--- src/rtl/rh_cs2_silo.sv ---
`default_nettype none
// ============================================================================
// Module   : rh_cs2_silo
// Purpose  : RH11-style CS2 status/control register merged with an internal
//            data-buffer silo. IR/OR/MXF/DLT are derived from real silo
//            occupancy and accept/reject outcomes.
// Ports    : clk, rst (sync, active-high)
//            dev_reset/ctl_clr/clr_tre/clr_go  - error-clear sources
//            dev_lobyte/dev_hibyte/wr_data/cs2_write - program CS2 writes
//            cmd_go/ctl_rdy/set_wce/set_ned/set_nem - status strobes
//            xfer_rd                           - transfer direction
//            db_write/db_read/db_wdata/db_rdata - program side of silo
//            drv_strobe/drv_wdata/drv_rdata    - drive side of silo
//            silo_count, unit, cs2             - status outputs
// Options  : RH_CS2_PAT_EN - when defined, PAT (bit 4) is writable and any
//            accepted drive-side transfer while PAT=1 sets DPE (bit 8).
// Revision : 1.0 - initial release
// ============================================================================
module rh_cs2_silo #(
    parameter int UNIT_WIDTH = 3,
    parameter int SILO_DEPTH = 4,
    parameter int DATA_WIDTH = 16
) (
    input  logic                            clk,
    input  logic                            rst,
    input  logic                            dev_reset,
    input  logic                            dev_lobyte,
    input  logic                            dev_hibyte,
    input  logic [15:0]                     wr_data,
    input  logic                            cs2_write,
    input  logic                            cmd_go,
    input  logic                            clr_go,
    input  logic                            clr_tre,
    input  logic                            ctl_clr,
    input  logic                            ctl_rdy,
    input  logic                            set_wce,
    input  logic                            set_ned,
    input  logic                            set_nem,
    input  logic                            xfer_rd,
    input  logic                            db_write,
    input  logic                            db_read,
    input  logic [DATA_WIDTH-1:0]           db_wdata,
    input  logic                            drv_strobe,
    input  logic [DATA_WIDTH-1:0]           drv_wdata,
    output logic [DATA_WIDTH-1:0]           db_rdata,
    output logic [DATA_WIDTH-1:0]           drv_rdata,
    output logic [$clog2(SILO_DEPTH):0]     silo_count,
    output logic [UNIT_WIDTH-1:0]           unit,
    output logic [15:0]                     cs2
);

    localparam int c_PTR_W = $clog2(SILO_DEPTH);
    localparam int c_CNT_W = c_PTR_W + 1;
    localparam logic [c_CNT_W-1:0] c_DEPTH   = c_CNT_W'(SILO_DEPTH);
    localparam logic [c_PTR_W-1:0] c_PTR_ONE = c_PTR_W'(1);

    // ------------------------------------------------------------------
    // State
    // ------------------------------------------------------------------
    logic [DATA_WIDTH-1:0] r_mem [SILO_DEPTH];
    logic [c_PTR_W-1:0]    r_wptr;
    logic [c_PTR_W-1:0]    r_rptr;
    logic [c_CNT_W-1:0]    r_count;
    logic                  r_dlt, r_wce, r_upe, r_ned, r_nem, r_pge, r_mxf, r_bai;
    logic [UNIT_WIDTH-1:0] r_unit;

    // ------------------------------------------------------------------
    // Decode
    // ------------------------------------------------------------------
    logic w_errclr, w_pge_clr, w_lo_wr, w_hi_wr, w_clr, w_flush;
    logic w_push_req, w_pop_req, w_push_ok, w_pop_ok, w_drv_ok;
    logic w_empty, w_full, w_prog_rej, w_drv_rej;
    logic [DATA_WIDTH-1:0] w_push_data;
    logic w_pat, w_dpe;
    logic [2:0] w_unit3;
    logic w_unused;

    assign w_errclr  = rst | dev_reset | ctl_clr | clr_tre | clr_go;
    // A GO-clear must not hide a programming error, so PGE ignores clr_go.
    assign w_pge_clr = rst | dev_reset | ctl_clr | clr_tre;
    assign w_lo_wr   = cs2_write & dev_lobyte;
    assign w_hi_wr   = cs2_write & dev_hibyte;
    assign w_clr     = w_lo_wr & wr_data[5];
    assign w_flush   = w_errclr | w_clr;

    assign w_push_req  = xfer_rd ? drv_strobe : db_write;
    assign w_pop_req   = xfer_rd ? db_read    : drv_strobe;
    assign w_push_data = xfer_rd ? drv_wdata  : db_wdata;

    assign w_empty  = (r_count == '0);
    assign w_full   = (r_count == c_DEPTH);
    // Pop never bypasses a same-cycle push; a push into a full silo is
    // allowed only because the accepted pop frees a slot.
    assign w_pop_ok  = w_pop_req & ~w_empty;
    assign w_push_ok = w_push_req & (~w_full | w_pop_ok);
    assign w_drv_ok  = xfer_rd ? w_push_ok : w_pop_ok;

    // A flushing cycle discards the operations, so nothing is rejected.
    assign w_prog_rej = ~w_flush & (xfer_rd ? (db_read & ~w_pop_ok)
                                            : (db_write & ~w_push_ok));
    assign w_drv_rej  = ~w_flush & drv_strobe & ~w_drv_ok;

    // ------------------------------------------------------------------
    // Silo storage and pointers
    // ------------------------------------------------------------------
    always_ff @(posedge clk) begin
        if (rst) begin
            for (int i = 0; i < SILO_DEPTH; i++) begin
                r_mem[i] <= '0;
            end
        end else if (!w_flush && w_push_ok) begin
            r_mem[r_wptr] <= w_push_data;
        end
    end

    always_ff @(posedge clk) begin
        if (w_flush) begin
            r_wptr  <= '0;
            r_rptr  <= '0;
            r_count <= '0;
        end else begin
            if (w_push_ok) begin
                r_wptr <= r_wptr + c_PTR_ONE;
            end
            if (w_pop_ok) begin
                r_rptr <= r_rptr + c_PTR_ONE;
            end
            r_count <= r_count + c_CNT_W'(w_push_ok) - c_CNT_W'(w_pop_ok);
        end
    end

    // ------------------------------------------------------------------
    // Error / status bits
    // ------------------------------------------------------------------
    always_ff @(posedge clk) begin
        if (w_errclr) begin
            r_dlt <= 1'b0;
            r_wce <= 1'b0;
            r_upe <= 1'b0;
            r_ned <= 1'b0;
            r_nem <= 1'b0;
            r_mxf <= 1'b0;
        end else begin
            if (w_drv_rej) r_dlt <= 1'b1;
            if (set_wce)   r_wce <= 1'b1;
            if (set_ned)   r_ned <= 1'b1;
            if (set_nem)   r_nem <= 1'b1;
            if (w_hi_wr)   r_upe <= wr_data[13];
            // Hardware detection of a missed transfer outranks software.
            if (w_prog_rej)   r_mxf <= 1'b1;
            else if (w_hi_wr) r_mxf <= wr_data[9];
        end
    end

    always_ff @(posedge clk) begin
        if (w_pge_clr) begin
            r_pge <= 1'b0;
        end else if (cmd_go && !ctl_rdy) begin
            r_pge <= 1'b1;
        end
    end

    always_ff @(posedge clk) begin
        if (rst || w_clr) begin
            r_bai  <= 1'b0;
            r_unit <= '0;
        end else if (w_lo_wr) begin
            r_unit <= wr_data[UNIT_WIDTH-1:0];
            if (ctl_rdy) begin
                r_bai <= wr_data[3];
            end
        end
    end

`ifdef RH_CS2_PAT_EN
    logic r_pat, r_dpe;

    always_ff @(posedge clk) begin
        if (rst || w_clr) begin
            r_pat <= 1'b0;
        end else if (w_lo_wr) begin
            r_pat <= wr_data[4];
        end
    end

    always_ff @(posedge clk) begin
        if (w_errclr) begin
            r_dpe <= 1'b0;
        end else if (r_pat && w_drv_ok && !w_flush) begin
            r_dpe <= 1'b1;
        end
    end

    assign w_pat = r_pat;
    assign w_dpe = r_dpe;
`else
    assign w_pat = 1'b0;
    assign w_dpe = 1'b0;
`endif

    // ------------------------------------------------------------------
    // Outputs
    // ------------------------------------------------------------------
    generate
        if (UNIT_WIDTH >= 3) begin : g_unit_full
            assign w_unit3 = r_unit[2:0];
        end else begin : g_unit_pad
            assign w_unit3 = {{(3 - UNIT_WIDTH){1'b0}}, r_unit};
        end
    endgenerate

    assign db_rdata   = r_mem[r_rptr];
    assign drv_rdata  = r_mem[r_rptr];
    assign silo_count = r_count;
    assign unit       = r_unit;

    assign cs2 = {r_dlt, r_wce, r_upe, r_ned, r_nem, r_pge, r_mxf, w_dpe,
                  xfer_rd & ~w_empty,      // OR
                  ~xfer_rd & ~w_full,      // IR
                  w_clr, w_pat, r_bai, w_unit3};

    // Most CS2 write-data bits have no storage behind them.
    assign w_unused = ^wr_data;

endmodule
`default_nettype wire

--- config.mk ---
export PLATFORM = sky130hd
export DESIGN_NAME = rh_cs2_silo
export DESIGN_NICKNAME = d
export VERILOG_FILES = /design/src/rtl/rh_cs2_silo.sv
export SDC_FILE = /design/constraint.sdc
export NUM_CORES = 1
export LEC_CHECK = 0
export ABC_AREA = 1
export CORE_MARGIN = 2
export CORE_UTILIZATION = 49
export DETAILED_ROUTE_END_ITERATION = 12
export GPL_TIMING_DRIVEN = 0
export HOLD_SLACK_MARGIN = 0.03
export MAX_ROUTING_LAYER = met4
export PLACE_DENSITY = 0.81
export SYNTH_ARGS = -nofsm -noshare
export SYNTH_HDL_FRONTEND = slang
export SYNTH_SLANG_ARGS = --single-unit
--- constraint.sdc ---
create_clock -name clk -period 2.2 [get_ports clk]
set_clock_uncertainty 0.1 [all_clocks]
set_input_delay 0.33 -clock clk [delete_from_list [all_inputs] [get_ports clk]]
set_output_delay 0.33 -clock clk [all_outputs]
set_load 0.05 [all_outputs]
==> results of run 1 <==
==> power by group through the flow <==
stage	logic (mW)	registers (mW)	clock network, mW
3_5_place_dp	0.528	1.79	0
3_3_place_gp	0.520	1.79	0
4_1_cts	0.511	1.76	1.05
5_1_grt	0.552	1.76	1.11
2_1_floorplan	0.311	1.80	0
6_report	0.517	1.76	1.06
==> path summary, 6_finish.rpt <==
path / end / slack [ns] / cells after the start
worst max-delay path: drv_rdata[3] / 0.07 / 5
worst max register to register: silo_count[2] / 0.14 / 11
worst min register to register: r_upe / 0.37 / 2
worst min-delay path: r_upe / 0.37 / 2
==> tightest hold or removal path, cell delays in order, from the launching register on <==
cell and delay [ns]:
dfxtp_1 0.32, nand2_1 0.06, a21oi_1 0.05
==> kinds of logic after synthesis <==
group	count (synthesis)
xor gates and xnor gates	3
DFF	84
adders and majority gates	2
and+or+nand+nor	225
buffers and inverters	90
AOI/OAI and AO/OA	59
other	1
==> synth_stat cells, drive strengths merged (2+ instances only) <==
library cell	instances	area (µm²)
xnor2	2	17.5
nor2	109	505
o21ai	34	170
nand3	24	295
dfxtp	20	400
buf	40	320
inv	42	158
a21oi	7	35.0
nand2	89	342
edfxtp	64	1920
clkbuf	8	30.0
o22ai	16	100
nand3b	2	27.5
==> layer usage <==
metal  part of all wire [%]  routed length [µm]
met5                      0                   0
met4                    1.4                 152
met3                    7.4                 785
met2                     51                5420
met1                     40                4240
==> state kept, by name (all words and copies together) (netlist names), named ones only <==
signal and count:
r_mem 64, silo_count 3, unit 3, r_rptr 2, r_wptr 2, r_bai 1, r_dlt 1, r_mxf 1
r_ned 1, r_nem 1, r_pge 1, r_upe 1, r_wce 1
==> cell usage in the layout, fill, tap and decap left out, drive strengths merged <==
cell type / synthesis / routed
xor2: 1 / 1
edfxtp: 64 / 64
a21oi: 7 / 7
inv: 42 / 42
bufinv: 0 / 1
clkdlybuf4s15: 0 / 5
nand3: 24 / 24
ha: 1 / 1
nand3b: 2 / 2
xnor2: 2 / 2
a21boi: 1 / 1
nor2: 109 / 109
fa: 1 / 1
dfxtp: 20 / 20
clkdlybuf4s50: 0 / 72
nor3: 1 / 1
clkinv: 0 / 4
o21ai: 34 / 34
conb: 1 / 2
dlygate4sd2: 0 / 1
clkbuf: 8 / 19
buf: 40 / 72
o211ai: 1 / 1
clkinvlp: 0 / 1
nand2: 89 / 89
o22ai: 16 / 16
==> through the flow <==
stage | instance area [µm²] | cells | worst slack (ns)
after floorplan | 4490 | 465 | 0.0159
after detailed placement | 5710 | 681 | -0.622
after global placement | 5710 | 681 | -0.557
final | 5870 | 700 | 0.0728
after CTS | 5830 | 697 | 0.00111
after global routing | 5870 | 700 | -0.00868
==> area by class of cell <==
type | count | area [µm²] | area share, %
Clock buffer | 10 | 128 | 2.17
Timing Repair Buffer | 111 | 978 | 16.7
Clock inverter | 6 | 55.1 | 0.937
Tap cell | 108 | 135 | 2.30
Buffer | 48 | 390 | 6.65
Sequential cell | 84 | 2330 | 39.7
Inverter | 42 | 158 | 2.68
Multi-Input combinational cell | 291 | 1700 | 28.9
==> timing repair <==
action                     4_1_cts  5_1_grt
hold endpoints to repair         0        0
pin swaps                        0        1
setup endpoints to repair      101       81
resized for setup              187       35
buffers inserted                 0        3
==> results.yml, run 1 <==
drt:
  antenna_left: 0
  via_per_inst: 5.08
  dr.pass1.iters: 5
  drc: 0
  vias: 3554
  routed_wl_um: 10600
  drt_iter0_drc: 182
  wl_per_cell_um: 15.1
cells_and_area:
  num_antenna_cells: 0
  fin_nets: 655
  layout-drive-gt1-share_pct: 28.0
  fillCellCount: 665
  syn2layout_area_growth_pct: 33.9
  final_util_pct: 67.4
floorplan:
  core-area_mm2: 0.00872
  start_util_pct: 50.3
  placementRows: 34
  die_w_um: 98.6
  die-area_mm2: 0.00973
  die_h_um: 98.6
  io_pins: 120
grt:
  grt_pass1_vias: 3615
  use_met3_pct: 3.40
  busiest_layer: "met2"
  grt_max_degree: 17
  overflow: 0
  use_met1_pct: 27.5
  grt_first_pass_wirelength_um: 17200
  antenna_found_initial: 0
  track_usage_pct: 23.1
  use_met2_pct: 39.7
logic_synthesis:
  syn-cell-area_mm2: 0.00439
  synth_top_family_by_area: "simple AND/OR/NAND/NOR gates"
  yosysWarnings: 0
  synthCells: 464
  synthSimpleGateAreaFrac_pct: 26.8
  async_reset_ff_share_pct: 0
  synth_edf_count: 64
  synth_compound_area_share_pct: 7.30
  syn_area_per_cell_um2: 9.46
  synthXorXnorAreaFrac_pct: 0.599
  synth-seq-area-share_pct: 52.9
  ys.flop_type: "edfxtp_1"
  synth-seq-cells: 84
  synth_fa_ha_area_share_pct: 0.741
  yosys.cell_types.count: 31
  synth.mux.area_fraction_pct: 0
power_and_ir_drop:
  pwr-share-clk_pct: 31.7
  pwr-share-seq_pct: 52.7
  internal-power_mw: 2.47
  peakVddDrop_mv: 0.337
  p_leak_nw: 2.54
  switching_share_pct: 26.0
  switching_power_uw: 864
  combinationalPowerShare_pct: 15.5
  powerDensity_mw_per_mm2: 567
  power_mw: 3.33
sta:
  relSlewSlack_pct: 55.7
  finalSetupTns_ns: 0
  worst_hold_slack_ns: 0.368
  fin_crit_ns: 2.13
  tightest_slew_ns: 0.665
  rsz0062_at_grt: "true"
  setup_violations: 0
  period_share_pct: 96.7
  hold_violations: 0
  fmax_mhz: 470
  maxSlewViolCount: 0
clock_tree:
  clk_pin_slew_worst_paths_ns: 0.08
  cts_made_buffers: 9
  clockBufferDepth: 2
  cts_tree: "done"
  clockRootBuffer: "clkbuf_8"
  clock-sinks: 84
  htree_levels: 3
  holdBufCountCts: 0
  clkLatencyLatePin_ns: 0.35
critical_path:
  cp-start-kind: "register"
  required_ns: 1.77
  path_buf_inv: 3
  cp_slowest_stage_delay_ns: 0.40
  end_kind: "primary output"
  crit_chain: "clkbuf_4, o21ai_0, o22ai_2, buf_4, buf_2"
  crit_family: "buffers and inverters"
  path_max_fanout: 10
  r2r_start: "silo_count[1]"
  path_class: "register to primary output"
  critical_path_arrival_ns: 1.70
  crit_slowest_cell: "dfxtp_2"
worst_hold_path:
  min_from: "r_upe"
  holdCritPathClass: "register to register"
placement:
  io_buffers: 108
  dp_hpwl_um: 7550
  finalWeightedCongestion: 0.881
run_status:
  status: "completed"
flow_run:
  drv_cap: 0
(Power assumes the default switching activity.)
==> run 2: changes to the inputs <==
--- a/config.mk
+++ b/config.mk
@@ -9,10 +9,10 @@
 export CORE_MARGIN = 2
 export CORE_UTILIZATION = 49
 export DETAILED_ROUTE_END_ITERATION = 12
-export GPL_TIMING_DRIVEN = 0
 export HOLD_SLACK_MARGIN = 0.03
 export MAX_ROUTING_LAYER = met4
 export PLACE_DENSITY = 0.81
+export REMOVE_ABC_BUFFERS = 1
 export SYNTH_ARGS = -nofsm -noshare
 export SYNTH_HDL_FRONTEND = slang
 export SYNTH_SLANG_ARGS = --single-unit
==> run 2 against run 1 <==
  * Sequential share of layout area rose by 1.4 points
  * Final cell count fell by 4.0%
  * Count of clock-buffer cells in the layout fell by 1
  * Combinational power fell by 1%
  * Global-route usage fell by 0.89 points
  * Utilization fell by 2.5 points
  * Non-clock buffer count fell by 27
  * Largest cell class unchanged
==> results.yml, run 2 (same netlist as run 1, synthesis figures left out) <==
clock_tree:
  clock-sinks: 84
  clkLatencyLatePin_ns: 0.35
  holdBufCountCts: 0
  cts_tree: "done"
  clk_pin_slew_worst_paths_ns: 0.08
  clockBufferDepth: 2
  htree_levels: 3
  clockRootBuffer: "clkbuf_8"
  cts_made_buffers: 9
critical_path:
  ff2ff_setup_slack_ns: 0.27
  required_ns: 1.77
  crit_family: "buffers and inverters"
  cp-start-kind: "register"
  reg2reg_to: "silo_count[2]"
  path_buf_inv: 2
  r2r_cells: 10
  path_max_fanout: 32
  path_class: "register to primary output"
  crit_chain: "buf_6, o21ai_0, o22ai_1, buf_4"
  critical_path_arrival_ns: 1.67
  cp.depth: 4
  cp_slowest_stage_delay_ns: 0.40
  r2r_start: "silo_count[1]"
  end_kind: "primary output"
  crit_slowest_cell: "dfxtp_1"
drt:
  drt-met1-wl_um: 3990
  top_layer_used: "met4"
  routed_wl_um: 10200
  route.met3.wl_um: 704
  wl_met2_um: 5320
  via_per_inst: 5.05
  drt_iter0_drc: 208
  antenna_left: 0
  vias: 3391
  dr.pass1.iters: 4
  drc: 0
  wl_per_cell_um: 15.1
grt:
  grt_first_pass_wirelength_um: 16400
  track_usage_pct: 22.2
  overflow: 0
  grt_pass1_vias: 3474
  antenna_found_initial: 0
  grt_max_degree: 33
cells_and_area:
  fillCellCount: 678
  largest_register_ffs: 64
  layout-drive-gt1-share_pct: 20.6
  num_antenna_cells: 0
  largest_register: "r_mem"
  fin_nets: 628
  final_cell_mix: "86 x nor2_1, 86 x nand2_1, 73 x clkdlybuf4s50_1, 64 x edfxtp_1, 49 x buf_4"
  syn2layout_area_growth_pct: 29.0
power_and_ir_drop:
  internal-power_mw: 2.46
  peakVddDrop_mv: 0.342
  p_leak_nw: 2.40
  switching_power_uw: 852
  combinationalPowerShare_pct: 15.4
  powerDensity_mw_per_mm2: 584
  pwr-share-seq_pct: 53.1
  power_mw: 3.31
  pwr-share-clk_pct: 31.5
  switching_share_pct: 25.8
floorplan:
  die_w_um: 98.6
  io_pins: 120
  start_util_pct: 50.3
  placementRows: 34
  die_h_um: 98.6
  die-area_mm2: 0.00973
  core-area_mm2: 0.00872
worst_hold_path:
  worstHoldEndpoint: "r_dlt"
  min_from: "r_dlt"
  whs_path_depth: 2
  holdCritPathClass: "register to register"
placement:
  finalWeightedCongestion: 0.847
  preCtsSetupSlack_ns: -0.235
  io_buffers: 108
  dp_hpwl_um: 7040
sta:
  finalSetupTns_ns: 0
  fmax_mhz: 476
  tightest_slew_ns: 0.706
  worst_hold_slack_ns: 0.357
  hold_violations: 0
  rsz0062_at_grt: "false"
  period_share_pct: 95.5
  maxSlewViolCount: 0
  fin_crit_ns: 2.10
  setup_violations: 0
  relSlewSlack_pct: 52.8
  finalWorstSetupSlack_ns: 0.0993
run_status:
  status: "completed"
flow_run:
  drv_cap: 0
## run 2: changes by cell type in the layout (fill, tap and decap cells not counted), sizes merged
cell           delta
buf              -13
clkbuf           -10
clkdlybuf4s15     -5
clkdlybuf4s50     +1
clkinvlp          +1
dlygate4sd2       -1
inv               -1
## run 2: per-stage QoR
| stage | instances | instance area [µm²] | util [%] |
|---|---|---|---|
| after floorplan | 417 | 4040 | - |
| after global placement | 656 | 5460 | 62.6 |
| after detailed placement | 656 | 5460 | 62.6 |
| after CTS | 671 | 5630 | 64.6 |
| after global routing | 672 | 5660 | 64.9 |
| final | 672 | 5660 | 64.9 |
## run 2: routing by layer
layer  GRT usage [%]  vias to the layer above
met1            25.9                     1575
met3            3.40                       14
met2            39.0                      131
met4            7.80                        0
li1                -                     1671
met5               -                        -
## run 2: worst max path at each step
stage	end	startpoint	slack, ns
after floorplan	db_rdata[0]	register	-0.90
after detailed placement	silo_count[2]	xfer_rd	-0.24
after global routing	silo_count[2]	xfer_rd	0.004
after CTS	db_rdata[2]	register	0.01
after global placement	silo_count[2]	xfer_rd	-0.18
final	db_rdata[8]	register	0.1
## run 2: worst min-delay path: cells and delay by family, from the launching register on
kind	cells	cell delay, ns
flip-flops	1	0.32
AND/OR/NAND/NOR	2	0.10
## run 2: power by group through the flow
stage	Clock, mW	Sequential (mW)	Combinational (mW)
2_1_floorplan	0	1.81	0.243
3_3_place_gp	0	1.79	0.503
3_5_place_dp	0	1.79	0.511
4_1_cts	1.04	1.76	0.513
5_1_grt	1.11	1.76	0.540
6_report	1.04	1.76	0.510
## run 2: area by class of cell
class | instances | area (µm²) | share of cell area, %
Multi-Input combinational cell | 291 | 1570 | 27.7
Tap cell | 108 | 135 | 2.39
Clock inverter | 6 | 55.1 | 0.973
Inverter | 42 | 165 | 2.92
Clock buffer | 9 | 124 | 2.19
Sequential cell | 84 | 2320 | 41.0
Timing Repair Buffer | 132 | 1290 | 22.8
## run 2: repair_timing
action | 4_1_cts | 5_1_grt
buffers inserted | 0 | 1
resized for setup | 0 | 4
setup endpoints to repair | 0 | 30
